### src/rtl/conditioner_pkg.sv
// Shared constants and types for the four-bit switch conditioner.
package conditioner_pkg;

  localparam int unsigned SYNC_STAGES = 2;
  localparam int unsigned NUM_BITS    = 4;

  // Decoder input mapping on sw_in / sw_out
  localparam int unsigned IDX_A = 3;
  localparam int unsigned IDX_B = 2;
  localparam int unsigned IDX_C = 1;
  localparam int unsigned IDX_D = 0;

  typedef enum logic {
    STABLE   = 1'b0,
    CHANGING = 1'b1
  } deb_state_e;

endpackage

### src/rtl/switch_conditioner_4bit_if.sv
// Raw switch levels in, conditioned levels and status flags out.
interface switch_conditioner_4bit_if;
  import conditioner_pkg::*;

  logic [NUM_BITS-1:0] sw_in;
  logic [NUM_BITS-1:0] sw_out;
  logic                changed;
  logic                valid;

  modport master (output sw_in, input sw_out, input changed, input valid);
  modport slave  (input sw_in, output sw_out, output changed, output valid);

endinterface

### src/rtl/debounce_bit.sv
// One switch bit: two-flop synchroniser followed by a counting debounce FSM.
module debounce_bit
  import conditioner_pkg::*;
#(
  parameter int unsigned STABLE_CYCLES = 50000,
  parameter int unsigned CNT_W         = $clog2(STABLE_CYCLES + 1)
) (
  input  logic clk,
  input  logic rst_n,
  input  logic raw,
  output logic level,
  output logic toggle_c
);

  localparam logic [CNT_W-1:0] LAST = CNT_W'(STABLE_CYCLES - 1);

  logic [SYNC_STAGES-1:0] sync_r;
  logic                   sync_q;
  logic [CNT_W-1:0]       cnt;
  deb_state_e             state;

  assign sync_q = sync_r[SYNC_STAGES-1];

  always_ff @(posedge clk or negedge rst_n) begin
    if (!rst_n) sync_r <= '0;
    else        sync_r <= {sync_r[SYNC_STAGES-2:0], raw};
  end

  // Qualifying edge: the difference has now persisted STABLE_CYCLES cycles
  assign toggle_c = (state == CHANGING) && (sync_q != level) && (cnt == LAST);

  always_ff @(posedge clk or negedge rst_n) begin
    if (!rst_n) begin
      state <= STABLE;
      cnt   <= '0;
      level <= 1'b0;
    end else begin
      case (state)
        STABLE: begin
          if (sync_q != level) begin
            state <= CHANGING;
            cnt   <= CNT_W'(1);
          end
        end
        CHANGING: begin
          if (sync_q == level) begin
            state <= STABLE;
            cnt   <= '0;
          end else if (cnt == LAST) begin
            state <= STABLE;
            cnt   <= '0;
            level <= ~level;
          end else begin
            cnt <= cnt + CNT_W'(1);
          end
        end
        default: begin
          state <= STABLE;
          cnt   <= '0;
        end
      endcase
    end
  end

endmodule

### src/rtl/switch_conditioner_4bit.sv
// Debounces four raw switch levels for the 4-to-2 decoder; adds change strobe and startup valid.
module switch_conditioner_4bit
  import conditioner_pkg::*;
#(
  parameter int unsigned STABLE_CYCLES = 50000,
  parameter int unsigned CNT_W         = $clog2(STABLE_CYCLES + 1)
) (
  input  logic                      clk,
  input  logic                      rst_n,
  switch_conditioner_4bit_if.slave  bus
);

  localparam logic [CNT_W-1:0] START_DONE = CNT_W'(STABLE_CYCLES);
  localparam logic [CNT_W-1:0] START_LAST = CNT_W'(STABLE_CYCLES - 1);

  logic [NUM_BITS-1:0] out_bits;
  logic [NUM_BITS-1:0] toggles_c;
  logic [CNT_W-1:0]    start_cnt;
  logic                valid_r;
  logic                changed_r;

  for (genvar i = 0; i < NUM_BITS; i++) begin : g_bit
    debounce_bit #(
      .STABLE_CYCLES (STABLE_CYCLES),
      .CNT_W         (CNT_W)
    ) u_bit (
      .clk      (clk),
      .rst_n    (rst_n),
      .raw      (bus.sw_in[i]),
      .level    (out_bits[i]),
      .toggle_c (toggles_c[i])
    );
  end

  // Startup qualification counter saturates; valid latches until reset
  always_ff @(posedge clk or negedge rst_n) begin
    if (!rst_n) begin
      start_cnt <= '0;
      valid_r   <= 1'b0;
      changed_r <= 1'b0;
    end else begin
      if (start_cnt != START_DONE) start_cnt <= start_cnt + CNT_W'(1);
      if (start_cnt == START_LAST) valid_r <= 1'b1;
      changed_r <= valid_r & (|toggles_c);
    end
  end

  assign bus.sw_out  = {out_bits[IDX_A], out_bits[IDX_B], out_bits[IDX_C], out_bits[IDX_D]};
  assign bus.changed = changed_r;
  assign bus.valid   = valid_r;

endmodule

### src/flat_wrapper.sv
// flat-port wrapper written by rule: the top's interface ports become plain ports
module switch_conditioner_4bit_flat import conditioner_pkg::*;
#(
  parameter int unsigned STABLE_CYCLES = 50000,
  parameter int unsigned CNT_W         = $clog2(STABLE_CYCLES + 1)
)
  (clk, rst_n, bus_sw_in, bus_sw_out, bus_changed, bus_valid);
  switch_conditioner_4bit_if bus_i ();
  input  logic clk;
  input  logic rst_n;
  input wire logic [$bits(bus_i.sw_in)-1:0] bus_sw_in;
  output wire logic [$bits(bus_i.sw_out)-1:0] bus_sw_out;
  output wire logic [$bits(bus_i.changed)-1:0] bus_changed;
  output wire logic [$bits(bus_i.valid)-1:0] bus_valid;
  assign bus_i.sw_in = bus_sw_in;
  assign bus_sw_out = bus_i.sw_out;
  assign bus_changed = bus_i.changed;
  assign bus_valid = bus_i.valid;
  switch_conditioner_4bit #(.STABLE_CYCLES(STABLE_CYCLES), .CNT_W(CNT_W)) u_core (.clk(clk), .rst_n(rst_n), .bus(bus_i));
endmodule
### config.mk
export PLATFORM = sky130hd
export DESIGN_NAME = switch_conditioner_4bit_flat
export DESIGN_NICKNAME = d
export VERILOG_FILES = /design/src/rtl/conditioner_pkg.sv /design/src/rtl/switch_conditioner_4bit_if.sv /design/src/rtl/debounce_bit.sv /design/src/rtl/switch_conditioner_4bit.sv /design/src/flat_wrapper.sv
export SDC_FILE = /design/constraint.sdc
export NUM_CORES = 1
export LEC_CHECK = 0
export CORE_ASPECT_RATIO = 1.5
export CORE_UTILIZATION = 50
export CTS_CLUSTER_SIZE = 8
export DETAILED_ROUTE_END_ITERATION = 7
export HOLD_SLACK_MARGIN = 0.15
export PLACE_DENSITY = 0.7
export SETUP_SLACK_MARGIN = 0.15
export SYNTH_ARGS = -nofsm -noshare
export SYNTH_HDL_FRONTEND = slang
export SYNTH_SLANG_ARGS = --single-unit
### constraint.sdc
create_clock -name clk -period 3.5 [get_ports clk]
set_clock_uncertainty 0.2 [all_clocks]
set_input_delay 0.525 -clock clk [delete_from_list [all_inputs] [get_ports clk]]
set_output_delay 0.525 -clock clk [all_outputs]
set_load 0.02 [all_outputs]
Yosys cells after proc, flatten, opt, wreduce, memory -nomap -nowiden
Index checks and enable logic that the tools add are counted.
- logic and storage cells: 100
- register bits: 98
- output and inout port bits: 6
- bitwise gates (word level): 13
- equal/unequal tests: 18
- reductions and logical operators: 13
- add/subtract/negate cells: 5
- muxes and demuxes: 32
- operator list (kind ; number):
    $mux 16 ; 12
    $pmux 16 s2 ; 4
    $add 16x1->16 const B ; 5
    $eq 16x16->1 const B ; 5
    $ne 16x16->1 const B ; 1
    $mux 1 ; 12
    $not 1->1 ; 12
    $reduce_and 3->1 ; 4
    $logic_and 1x1->1 ; 8
    $ne 2x2->1 const B ; 4
    $pmux 1 s2 ; 4
    $eq 1x1->1 ; 4
    $ne 1x1->1 ; 4
    $reduce_or 4->1 ; 1
    $and 1x1->1 ; 1

Logic depth before layout (Yosys ltp)
Gate-level depths: netlist of run 1.
- depth after elaboration: 5
- depth in mapped cells: 7
- depth with buffers taken out: 5

Hierarchy
A second synthesis of run 1 with hierarchy kept.
- cells, all modules: 509
- area, all modules: 5270.1 um^2
- modules (own cells, without submodules) (module ; times used ; cells each ; seq. area each (um^2) ; area each (um^2)):
    debounce_bit ; 4 ; 109 ; 500.5 ; 1106.1
    switch_conditioner_4bit ; 1 ; 73 ; 450.4 ; 845.8

Least setup slack after synthesis of run 1
No wires, ideal clock.
- path kind: register to register
- from: register u_core.g_bit[2].u_bit.cnt[0]
- to: register u_core.g_bit[2].u_bit.cnt[14]
- cell stages (with the launch flop): 6
- clock period less this slack: 1.990 ns
- path buffers: 0
- data required time: 3.174 ns
- setup slack: 1.510 ns
- arrival: 1.664 ns
- path through: dfrtp_1 -> ha_1 -> nand3_2 -> or4_4 -> and4_4 -> a221o_1
- cells in the longest elaborated chain, start to end: 4
- elaborated cells between the ends (all ways): 5
- those cells by class: add/sub (1); eq/ne (1); mux (3)
- RTL lines (item ; line ; text):
    start, declared ; debounce_bit.sv:19 ; logic [CNT_W-1:0] cnt;
    start signal, assigned ; debounce_bit.sv:54 ; cnt <= cnt + CNT_W'(1);
    $add 16x1->16 / $eq 16x16->1 (equally long branches) ; debounce_bit.sv:54, debounce_bit.sv:49 ;
    $mux 16 (*) ; debounce_bit.sv:49 ; end else if (cnt == LAST) begin
    $mux 16 (*) ; debounce_bit.sv:46 ; if (sync_q == level) begin
    $pmux 16 s2 (*) ; debounce_bit.sv:38 ; case (state)
Every way passes the cells marked *; elsewhere a longest branch is shown, timed or not.
A chain may end at the register's enable or synchronous reset.

Worst setup path after layout of run 1
- from: register u_core.g_bit[3].u_bit.cnt[0]
- to: register u_core.g_bit[3].u_bit.level
- cells in the longest elaborated chain, start to end: 2
- RTL lines (item ; line ; text):
    start, declared ; debounce_bit.sv:19 ;
    start signal, assigned ; debounce_bit.sv:54 ;
    $eq 16x16->1 ; debounce_bit.sv:49 ;
    $reduce_and 3->1 (no source line) ; - ;
    end signal, assigned ; debounce_bit.sv:52 ; level <= ~level;
    end, declared ; debounce_bit.sv:11 ; output logic level,
No other way between the ends.

==> results.md, run 1 <==
* CP Capture Type: flop
* Max Freq at ~400 MHz
* CTS resizes at 0
* Reg2reg start: u_core.g_bit[3].u_bit.cnt[0]
* Cell breakdown of the critical path: ha_1, and3_1, nand4_1, buf_4, nor2_1, mux2_2
* #FFs+latches synth at 98
* Peak VDD IR at 0.2326 mV
* Top_reg_cell synth: dfrtp_1
* Mapped Area at approximately 5200 sq um
* Fillers at between 800 and 900
* DRC Markers at 0
* Post-CTS Setup Bufs at 0
* Layout cells sized above 1 at 0.08566
* Vias per inst at 6.598
* Wire per inst at between 15 and 20 um
* Arrival time worst endpoint at 2510 ps
* Dominant cell type by area after synthesis: dfrtp_1
* CTS tree: yes
* Hold Path Class: reg -> reg
* Relative slew slack at 0.4891
* Nature of the critical path startpoint: flop
* Clock buffer count from CTS at 9
* Footprint of the multi-input gates at between 2000 and 3000 sq um
* Final setup margin at 1008 ps
* Leak pwr at 2.351 nW
* Die area at 10,910 sq um
* Power density over the cells at 403.5 nW/um^2
* Vias after detailed routing at roughly 4,300
* Slowest Stage Delay on Critical Path at 430 ps
* Commonest cells after routing, fill and taps aside: 98 x dfrtp_1, 46 x a31oi_1, 38 x nand3_1
* CTS clk-pin slew, worst paths at 60 ps
* PortBufs at 11
* Chip width at ~86 um
* Die height at 127.4 um
* Final period util at 0.7120
* ANT cells at 0
* Iter 0 DRT Violations at approximately 240
* Sequential cell area at 2452 sq um
* Initial antenna violation count at 0
* Post-synth EDFFs at 0
* CTS root buffer: clkbuf_16
* I/O pin count at 12
* Place WS at 1050 ps
* Core footprint at 10,130 sq um
* Row count at 45
* Final GP Congestion at 0.9115
* Worst EP required at 3520 ps
* Area growth from synthesis to layout at 8.544%
* Final net count at 545
* Share of the synthesized area in the top cell type at 0.4678
* Total Negative Setup Slacks at 0 ps
* Sink Count at 98
* Status: finished clean
* Pre-Repair DR Iteration Count at 5
* Startpoint of the worst hold path: u_core.g_bit[1].u_bit.sync_r[0]
* Gr usage total at 0.2162
* Final setup vio count at 0
* Post-route ant nets at 0
* Final hold violation count at 0
* RSZ-0062 raised after global routing: false
* Synth Net Count at 546
* Post-route minimum period at 2492 ps
* Post-synthesis sequential area ratio at 0.4678
* Worst Tran Pin Value at 766.3 ps
* First-pass GRT wire length at 19.05 mm
* Distinct cells, synth at 66
* Initial Utilization at 0.5173
* Commonest non-fill, non-tap cell in the layout: dfrtp_1
* Post-Syn Area per Cell at 9.817 sq um
* Main area contributors after synthesis: dfrtp_1 47%, a31oi_1 5.5%, nand3_1 3.6%, nand4_1 2.7%, nand2_1 2.6%
* HPWL Detailed at 7.530 mm
* Maximum number of pins on one net before global-route repair at 62
* Clock latency on the worst-skew pair at between 300 and 400 ps
* Routed wire length at about 11 mm
* Number of global-route vias before repair at 4,242
* Crit Path Class: reg -> reg
* Clock Tree Buf Depth at 2
* Ys Warns at 0
* Cell with the largest stage delay on the worst path: nand4_1
* Worst Path Max Fanout at 14
* Final core occ at 0.5615
* Total global routing overflow at 0
* Slew Limit Fails at 0
* Hold_buf cts at 1
* Mapped Cells at around 530
* Ys async rst share at 1.000
* H-tree lvl count at 3
* Worst setup path startpoint: u_core.g_bit[3].u_bit.cnt[0]
* Max-cap viol count at 0
## where the power goes
group          switching (W)  internal (W)  total [W]
sequential         0.0000291       0.00116    0.00119
combinational      0.0000891     0.0000495   0.000139
clock               0.000403      0.000568   0.000971
total               0.000521       0.00178    0.00230
## through the flow
stage               instances  total power [W]  instance area, sq um  hold slack, ps
finish                    654         0.002296                  5690           150.3
global route              654         0.002389                  5690           170.2
CTS                       654         0.002321                  5690           153.8
detailed placement        638         0.001346                  5394           138.9
global placement          638         0.001341                  5394           133.7
floorplan                 534         0.001289                  5243           29.41
## worst paths after layout
kind	cells after the start	to	slack (ps)
worst max-delay path	6	u_core.g_bit[3].u_bit.level	1010
worst min-delay path	0	u_core.g_bit[1].u_bit.sync_r[1]	150
worst max register to register	6	u_core.g_bit[3].u_bit.level	1010
worst min register to register	0	u_core.g_bit[1].u_bit.sync_r[1]	150
max in group asynchronous	3	u_core.start_cnt[4]	1710
min in group asynchronous	2	u_core.g_bit[2].u_bit.cnt[9]	590
## cells in the mapped netlist, types with 8 or more instances
cell	instances
nand3_1	38
nor3_1	14
o22ai_1	8
xnor2_1	12
buf_2	13
nand4_1	23
nand2_1	37
nor4_1	9
clkbuf_1	11
dfrtp_1	98
and2_1	8
o21ai_0	8
inv_1	15
and3_1	13
a22o_1	11
xor2_1	9
nor2_1	28
a31oi_1	46
## worst max-delay path, delay by kind of cell, from the launching register on
| family | cells | cell delay, ps |
|---|---|---|
| simple gates | 3 | 850 |
| flops | 1 | 410 |
| buf+inv | 1 | 350 |
| mux | 1 | 330 |
| fa+ha+maj | 1 | 230 |
## registers in the layout, summed over array words and instances (netlist names)
| register | count |
|---|---|
| u_core.g_bit.u_bit.cnt | 64 |
| u_core.g_bit.u_bit.state | 4 |
| u_core.bus.changed | 1 |
| u_core.g_bit.u_bit.level | 4 |
| u_core.start_cnt | 16 |
| u_core.g_bit.u_bit.sync_r | 8 |
| u_core.bus.valid | 1 |
## final cells by class
cell class | instances | area share
clock buffers | 12 | 0.04332
well taps | 117 | 0.02573
clock inverters | 3 | 0.007036
repair buffers | 17 | 0.02726
inverters | 16 | 0.01055
multi-input cells | 391 | 0.4551
flip-flops and latches | 98 | 0.4310
## routing by layer
layer  up-vias  part of all wire  routed length, um  global-route usage
met2       118              0.51               5632              0.3713
met3        22             0.036                400             0.03359
li1       2049                 -                  -                   -
met5         -                 0                  0                   0
met1      2126              0.44               4845              0.2652
met4         0             0.022                247              0.1020
## logic make-up after synthesis
group | Yosys count | synth area share
AOI/OAI and AO/OA | 128 | 0.1764
xor gates and xnor gates | 21 | 0.03508
muxes | 7 | 0.01527
DFF | 98 | 0.4678
and+or+nand+nor | 229 | 0.2530
buffers and inverters | 45 | 0.03818
adders and majority gates | 6 | 0.01432
Power figures use the tool's default switching activity.
==> run 2: changes to the inputs <==
--- a/config.mk
+++ b/config.mk
@@ -10,7 +10,7 @@
 export CTS_CLUSTER_SIZE = 8
 export DETAILED_ROUTE_END_ITERATION = 7
 export HOLD_SLACK_MARGIN = 0.15
-export PLACE_DENSITY = 0.7
+export PLACE_DENSITY = 0.73
 export SETUP_SLACK_MARGIN = 0.15
 export SYNTH_ARGS = -nofsm -noshare
 export SYNTH_HDL_FRONTEND = slang
==> constraint.sdc (replaced) <==
create_clock -name clk -period 2.1 [get_ports clk]
set_clock_uncertainty 0.2 [all_clocks]
set_input_delay 0.315 -clock clk [delete_from_list [all_inputs] [get_ports clk]]
set_output_delay 0.315 -clock clk [all_outputs]
set_load 0.02 [all_outputs]
==> run 2 against run 1 <==
Compared with the run above:
- global-route usage up 1.1 points
- non-clock buffer count rose by 55
- via count up 6.4%
- largest power group unchanged
- highest routed layer unchanged
==> results.md, run 2 (synthesis results as in run 1) <==
* Worst Tran Pin Value at 509.8 ps (was 766.3 ps)
* Hold Path Class: reg -> reg (unchanged)
* Post-route minimum period at 1917 ps (was 2492 ps)
* Max Freq at 521.7 MHz (was 401.3 MHz)
* Status: finished clean (unchanged)
* Clock Tree Buf Depth at 2 (unchanged)
* Hold Path Stages at 0 (unchanged)
* Post-route ant nets at 0 (unchanged)
* Vias after detailed routing at 4,591 (was 4,315)
* Seq pwr share at 0.522 (was 0.517)
* Final setup vio count at 0 (unchanged)
* Wire per inst at 16.92 um (was 17.01 um)
* Total global routing overflow at 0 (unchanged)
* Nature of the critical path startpoint: flop (unchanged)
* First-pass GRT wire length at 20.15 mm (was 19.05 mm)
* Area growth from synthesis to layout at 19.47% (was 8.544%)
* Pint at 0.002896 W (was 0.001775 W)
* Row count at 45 (unchanged)
* Worst EP required at 2130 ps (was 3520 ps)
* Chip width at 85.61 um (unchanged)
* Power density over the cells at 605.5 nW/um^2 (was 403.5 nW/um^2)
* H-tree lvl count at 3 (unchanged)
* Clock buffer count from CTS at 9 (unchanged)
* Arrival time worst endpoint at 1940 ps (was 2510 ps)
* Die area at 10,910 sq um (unchanged)
* PortBufs at 11 (unchanged)
* Initial Utilization at 0.5173 (unchanged)
* Relative slew slack at 0.6602 (was 0.4891)
* I/O pin count at 12 (unchanged)
* ANT cells at 0 (unchanged)
* CTS tree: yes (unchanged)
* Final hold violation count at 0 (unchanged)
* Maximum number of pins on one net before global-route repair at 99 (was 62)
* Clk pwr share at 0.399 (was 0.423)
* Fillers at 800 (was 893)
* CTS clk-pin slew, worst paths at 70 ps (was 60 ps)
* Peak VDD IR at 0.5524 mV (was 0.2326 mV)
* Reg2Reg Depth at 4 (was 6)
* RSZ-0062 raised after global routing: true (was false)
* Leak pwr at 2.632 nW (was 2.351 nW)
* Slew Limit Fails at 0 (unchanged)
* Final GP Congestion at 0.8728 (was 0.9115)
* Pre-Repair DR Iteration Count at 5 (unchanged)
* Final net count at 600 (was 545)
* Final setup margin at 183.1 ps (was 1008 ps)
* Vias per inst at 6.466 (was 6.598)
* Worst hold margin at 157.6 ps (was 150.3 ps)
* Net Sw Frac at 0.2363 (was 0.2269)
* Clock latency on the worst-skew pair at 340 ps (about the same)
* Core footprint at 10,130 sq um (unchanged)
* Largest registers: u_core.g_bit.u_bit.cnt: 64 flops, u_core.start_cnt: 16 flops, u_core.g_bit.u_bit.sync_r: 8 flops (unchanged)
* Sequential cell area at 2459 sq um (was 2452 sq um)
* Footprint of the multi-input gates at 2743 sq um (was 2590 sq um)
* Gr usage total at 0.2269 (was 0.2162)
* Place WS at 71.24 ps (was 1050 ps)
* DRC Markers at 0 (unchanged)
* Iter 0 DRT Violations at 289 (was 238)
* Sink Count at 98 (unchanged)
* Layout cells sized above 1 at 0.2142 (was 0.08566)
* CTS root buffer: clkbuf_16 (unchanged)
* Die height at 127.4 um (unchanged)
* Final period util at 0.9128 (was 0.7120)
* HPWL Detailed at 8.029 mm (was 7.530 mm)
* Commonest non-fill, non-tap cell in the layout: dfrtp_1 (unchanged)
* Total Negative Setup Slacks at 0 ps (unchanged)
* Initial antenna violation count at 0 (unchanged)
* Largest register FFs at 64 (unchanged)
* Sw Pwr at 0.0008963 W (was 0.0005209 W)
* Number of global-route vias before repair at 4,428 (was 4,242)
* Routed wire length at 12.02 mm (was 11.13 mm)
* Comb power frac at 0.079 (was 0.060)
* Commonest cells after routing, fill and taps aside: 93 x dfrtp_1, 55 x buf_4, 46 x a31oi_1 (was 98 x dfrtp_1, 46 x a31oi_1, 38 x nand3_1)
* Top reg by flops: u_core.g_bit.u_bit.cnt (unchanged)
* Crit Path Class: reg -> reg (unchanged)
* Max-cap viol count at 0 (unchanged)
* Worst Path Max Fanout at 7 (was 14)
* CP Capture Type: flop (unchanged)
run 2: repair_timing:
item	4_1_cts	5_1_grt
pin swaps	4	14
setup buffers	4	10
hold endpoints to repair	98	0
gates cloned	0	2
hold buffers	1	0
setup endpoints to repair	16	50
resized for setup	4	37
run 2: layout make-up:
cell class | count | area share
clock buffer | 14 | 0.04055
clock inverter | 2 | 0.001998
inverter | 16 | 0.009588
multi-input combinational | 391 | 0.4379
sequential | 98 | 0.3925
tap | 117 | 0.02337
timing repair buffer | 72 | 0.09409
run 2: worst max-delay path: stages, from the launching register on:
cell and delay (ps):
dfrtp_1 470, nand4_1 130, or4_4 550, and4_4 200
a221o_1 250
run 2: worst paths after layout:
kind                                                 start                         endpoint  slack (ps)
min in group asynchronous                            rst_n     u_core.g_bit[2].u_bit.cnt[8]         350
max in group asynchronous                            rst_n     u_core.g_bit[0].u_bit.cnt[7]         920
setup / recovery              u_core.g_bit[2].u_bit.cnt[6]    u_core.g_bit[2].u_bit.cnt[14]         180
hold reg to reg            u_core.g_bit[3].u_bit.sync_r[0]  u_core.g_bit[3].u_bit.sync_r[1]         160
setup reg to reg              u_core.g_bit[2].u_bit.cnt[6]    u_core.g_bit[2].u_bit.cnt[14]         180
hold / removal             u_core.g_bit[3].u_bit.sync_r[0]  u_core.g_bit[3].u_bit.sync_r[1]         160
run 2: metrics by stage:
step	util	instances	power, W	instance area [sq um]
after floorplan	-	534	0.002149	5245
final	0.6180	710	0.003793	6264
after detailed placement	0.5626	677	0.002275	5702
after global placement	0.5626	677	0.002263	5702
after CTS	0.5943	698	0.003800	6023
after global routing	0.6180	710	0.003944	6264
run 2: layer usage:
metal,GRT usage,vias to the layer above,share of wire
met5,0,-,0
met4,0.09608,0,0.017
met3,0.03553,19,0.042
met2,0.3868,140,0.52
met1,0.2853,2277,0.42
li1,-,2155,-
run 2: power groups by stage:
stage | clock network, W | registers, W | logic, W
6_report | 0.00151 | 0.00198 | 0.000299
4_1_cts | 0.00154 | 0.00197 | 0.000283
5_1_grt | 0.00162 | 0.00198 | 0.000339
2_1_floorplan | 0 | 0.00200 | 0.000147
3_3_place_gp | 0 | 0.00200 | 0.000259
3_5_place_dp | 0 | 0.00201 | 0.000267
==> run 3: changes to the inputs <==
--- a/config.mk
+++ b/config.mk
@@ -15,3 +15,4 @@
 export SYNTH_ARGS = -nofsm -noshare
 export SYNTH_HDL_FRONTEND = slang
 export SYNTH_SLANG_ARGS = --single-unit
+export TNS_END_PERCENT = 10
==> run 3 against run 2 <==
Compared with the run above:
- first-iteration DRC count fell by 9.3%
- global-route usage fell by 0.083 points
- maximum frequency fell by 2.6%
- sequential power barely moved
- register-to-register slack got worse by 50 ps
- clock power barely moved
- cell count fell by 1.5%
- sequential share of layout area rose by 1.1 points
- critical path type unchanged
- critical endpoint is now u_core.g_bit[1].u_bit.cnt[5]
- highest routed layer unchanged
==> results.md, run 3 (synthesis results as in run 1) <==
* Status: finished clean (unchanged)
* ANT cells at 0 (unchanged)
* CP Capture Type: flop (unchanged)
* Commonest cells after routing, fill and taps aside: 98 x dfrtp_1, 49 x buf_4, 46 x a31oi_1 (was 93 x dfrtp_1, 55 x buf_4, 46 x a31oi_1)
* Layout cells sized above 1 at 0.1753 (was 0.2142)
* Wire per inst at 16.57 um (was 16.92 um)
* Slew Limit Fails at 0 (unchanged)
* Hold Path Class: reg -> reg (unchanged)
* Buf+Inv Stages, Crit Path at 1 (was 0)
* Cell with the largest stage delay on the worst path: dfrtp_1 (was or4_4)
* Clock Tree Buf Depth at 2 (unchanged)
* Final setup margin at 132.4 ps (was 183.1 ps)
* Final net count at 589 (was 600)
* Die height at 127.4 um (unchanged)
* Maximum number of pins on one net before global-route repair at 99 (unchanged)
* CTS root buffer: clkbuf_16 (unchanged)
* Clock latency on the worst-skew pair at 340 ps (about the same)
* Sink Count at 98 (unchanged)
* Final setup vio count at 0 (unchanged)
* Top reg by flops: u_core.g_bit.u_bit.cnt (unchanged)
* Row count at 45 (unchanged)
* R2R setup slack at 130 ps (was 180 ps)
* RSZ-0062 raised after global routing: true (unchanged)
* Largest registers: u_core.g_bit.u_bit.cnt: 64 flops, u_core.start_cnt: 16 flops, u_core.g_bit.u_bit.sync_r: 8 flops (unchanged)
* Routed wire length at 11.58 mm (was 12.02 mm)
* Total Negative Setup Slacks at 0 ps (unchanged)
* Final hold violation count at 0 (unchanged)
* Peak VDD IR at 0.5479 mV (was 0.5524 mV)
* Max Freq at 508.2 MHz (was 521.7 MHz)
* I/O pin count at 12 (unchanged)
* Worst hold margin at 157.4 ps (was 157.6 ps)
* Total global routing overflow at 0 (unchanged)
* Post-route minimum period at 1968 ps (was 1917 ps)
* Initial antenna violation count at 0 (unchanged)
* Max-cap viol count at 0 (unchanged)
* Pre-Repair DR Iteration Count at 5 (unchanged)
* Worst EP required at 2180 ps (was 2130 ps)
* CP top delay family: compound AO/OA/AOI/OAI gates (was simple AND/OR/NAND/NOR gates)
* Final period util at 0.9370 (was 0.9128)
* Area growth from synthesis to layout at 16.06% (was 19.47%)
* Relative slew slack at 0.6222 (was 0.6602)
* Power density over the cells at 620.1 nW/um^2 (was 605.5 nW/um^2)
* Vias after detailed routing at 4,508 (was 4,591)
* Post-route ant nets at 0 (unchanged)
* Worst Tran Pin Value at 561.5 ps (was 509.8 ps)
* Core footprint at 10,130 sq um (unchanged)
* PortBufs at 11 (unchanged)
* HPWL Detailed at 8.029 mm (unchanged)
* Clock buffer count from CTS at 9 (unchanged)
* Leak pwr at 2.560 nW (was 2.632 nW)
* Dpl cell area at 5702 sq um (unchanged)
* CTS clk-pin slew, worst paths at 60 ps (was 70 ps)
* Number of global-route vias before repair at 4,419 (was 4,428)
* Vias per inst at 6.449 (was 6.466)
* Cell breakdown of the critical path: ha_4, and3_1, and4_2, buf_4, o31ai_1, a22o_1 (was nand4_1, or4_4, and4_4, a221o_1)
* Gr usage total at 0.2260 (was 0.2269)
* Fillers at 821 (was 800)
* DRC Markers at 0 (unchanged)
* First-pass GRT wire length at 20.08 mm (was 20.15 mm)
* Iter 0 DRT Violations at 262 (was 289)
* Nature of the critical path startpoint: flop (unchanged)
* CTS tree: yes (unchanged)
* Initial Utilization at 0.5173 (unchanged)
* Place WS at 71.24 ps (unchanged)
* H-tree lvl count at 3 (unchanged)
* Commonest non-fill, non-tap cell in the layout: dfrtp_1 (unchanged)
* Die area at 10,910 sq um (unchanged)
* Post-route cell area at 6085 sq um (was 6264 sq um)
* Slowest Stage Delay on Critical Path at 420 ps (was 550 ps)
* Largest register FFs at 64 (unchanged)
* Worst Path Max Fanout at 7 (unchanged)
* Chip width at 85.61 um (unchanged)
* Crit Path Class: reg -> reg (unchanged)
* Final GP Congestion at 0.8728 (unchanged)
* Arrival time worst endpoint at 2050 ps (was 1940 ps)
run 3: path summary, 6_finish.rpt:
| check | from | to | cells after the start |
|---|---|---|---|
| min in group asynchronous | rst_n | u_core.g_bit[2].u_bit.cnt[8] | 3 |
| setup reg to reg | u_core.g_bit[1].u_bit.cnt[1] | u_core.g_bit[1].u_bit.cnt[5] | 6 |
| hold / removal | u_core.g_bit[1].u_bit.sync_r[0] | u_core.g_bit[1].u_bit.sync_r[1] | 0 |
| setup / recovery | u_core.g_bit[1].u_bit.cnt[1] | u_core.g_bit[1].u_bit.cnt[5] | 6 |
| max in group asynchronous | rst_n | u_core.g_bit[3].u_bit.cnt[2] | 3 |
| hold reg to reg | u_core.g_bit[1].u_bit.sync_r[0] | u_core.g_bit[1].u_bit.sync_r[1] | 0 |
run 3: what timing repair did:
item | CTS | global route
endpoints found under the setup margin | 16 | 51
gates resized for setup | 2 | 14
endpoints found under the hold margin | 98 | 0
buffers inserted | 1 | 4
hold buffers | 1 | 0
pin swaps | 3 | 4
run 3: stage by stage:
step | cells | util | total power (W)
2_1_floorplan | 534 | - | 0.002149
3_3_place_gp | 677 | 0.5626 | 0.002263
3_5_place_dp | 677 | 0.5626 | 0.002275
4_1_cts | 695 | 0.5910 | 0.003787
5_1_grt | 699 | 0.6004 | 0.003925
6_report | 699 | 0.6004 | 0.003773
run 3: cell type report:
class,instances,area (sq um),area share
repair buffers,61,498.0,0.08184
clock buffers,14,254.0,0.04174
clock inverters,2,12.51,0.002056
well taps,117,146.4,0.02406
multi-input cells,391,2661,0.4374
inverters,16,60.06,0.009870
flip-flops and latches,98,2452,0.4030
run 3: power breakdown:
group          total, W  internal [W]  switching (W)
logic          0.000283      0.000120       0.000163
clock network   0.00151      0.000836       0.000678
registers       0.00198       0.00193      0.0000453
total           0.00377       0.00289       0.000887
run 3: metal layers:
| metal | wire [um] | GRT usage |
|---|---|---|
| met5 | 0 | 0 |
| met4 | 225 | 0.09608 |
| met3 | 504 | 0.03553 |
| met2 | 5968 | 0.3868 |
| met1 | 4884 | 0.2827 |
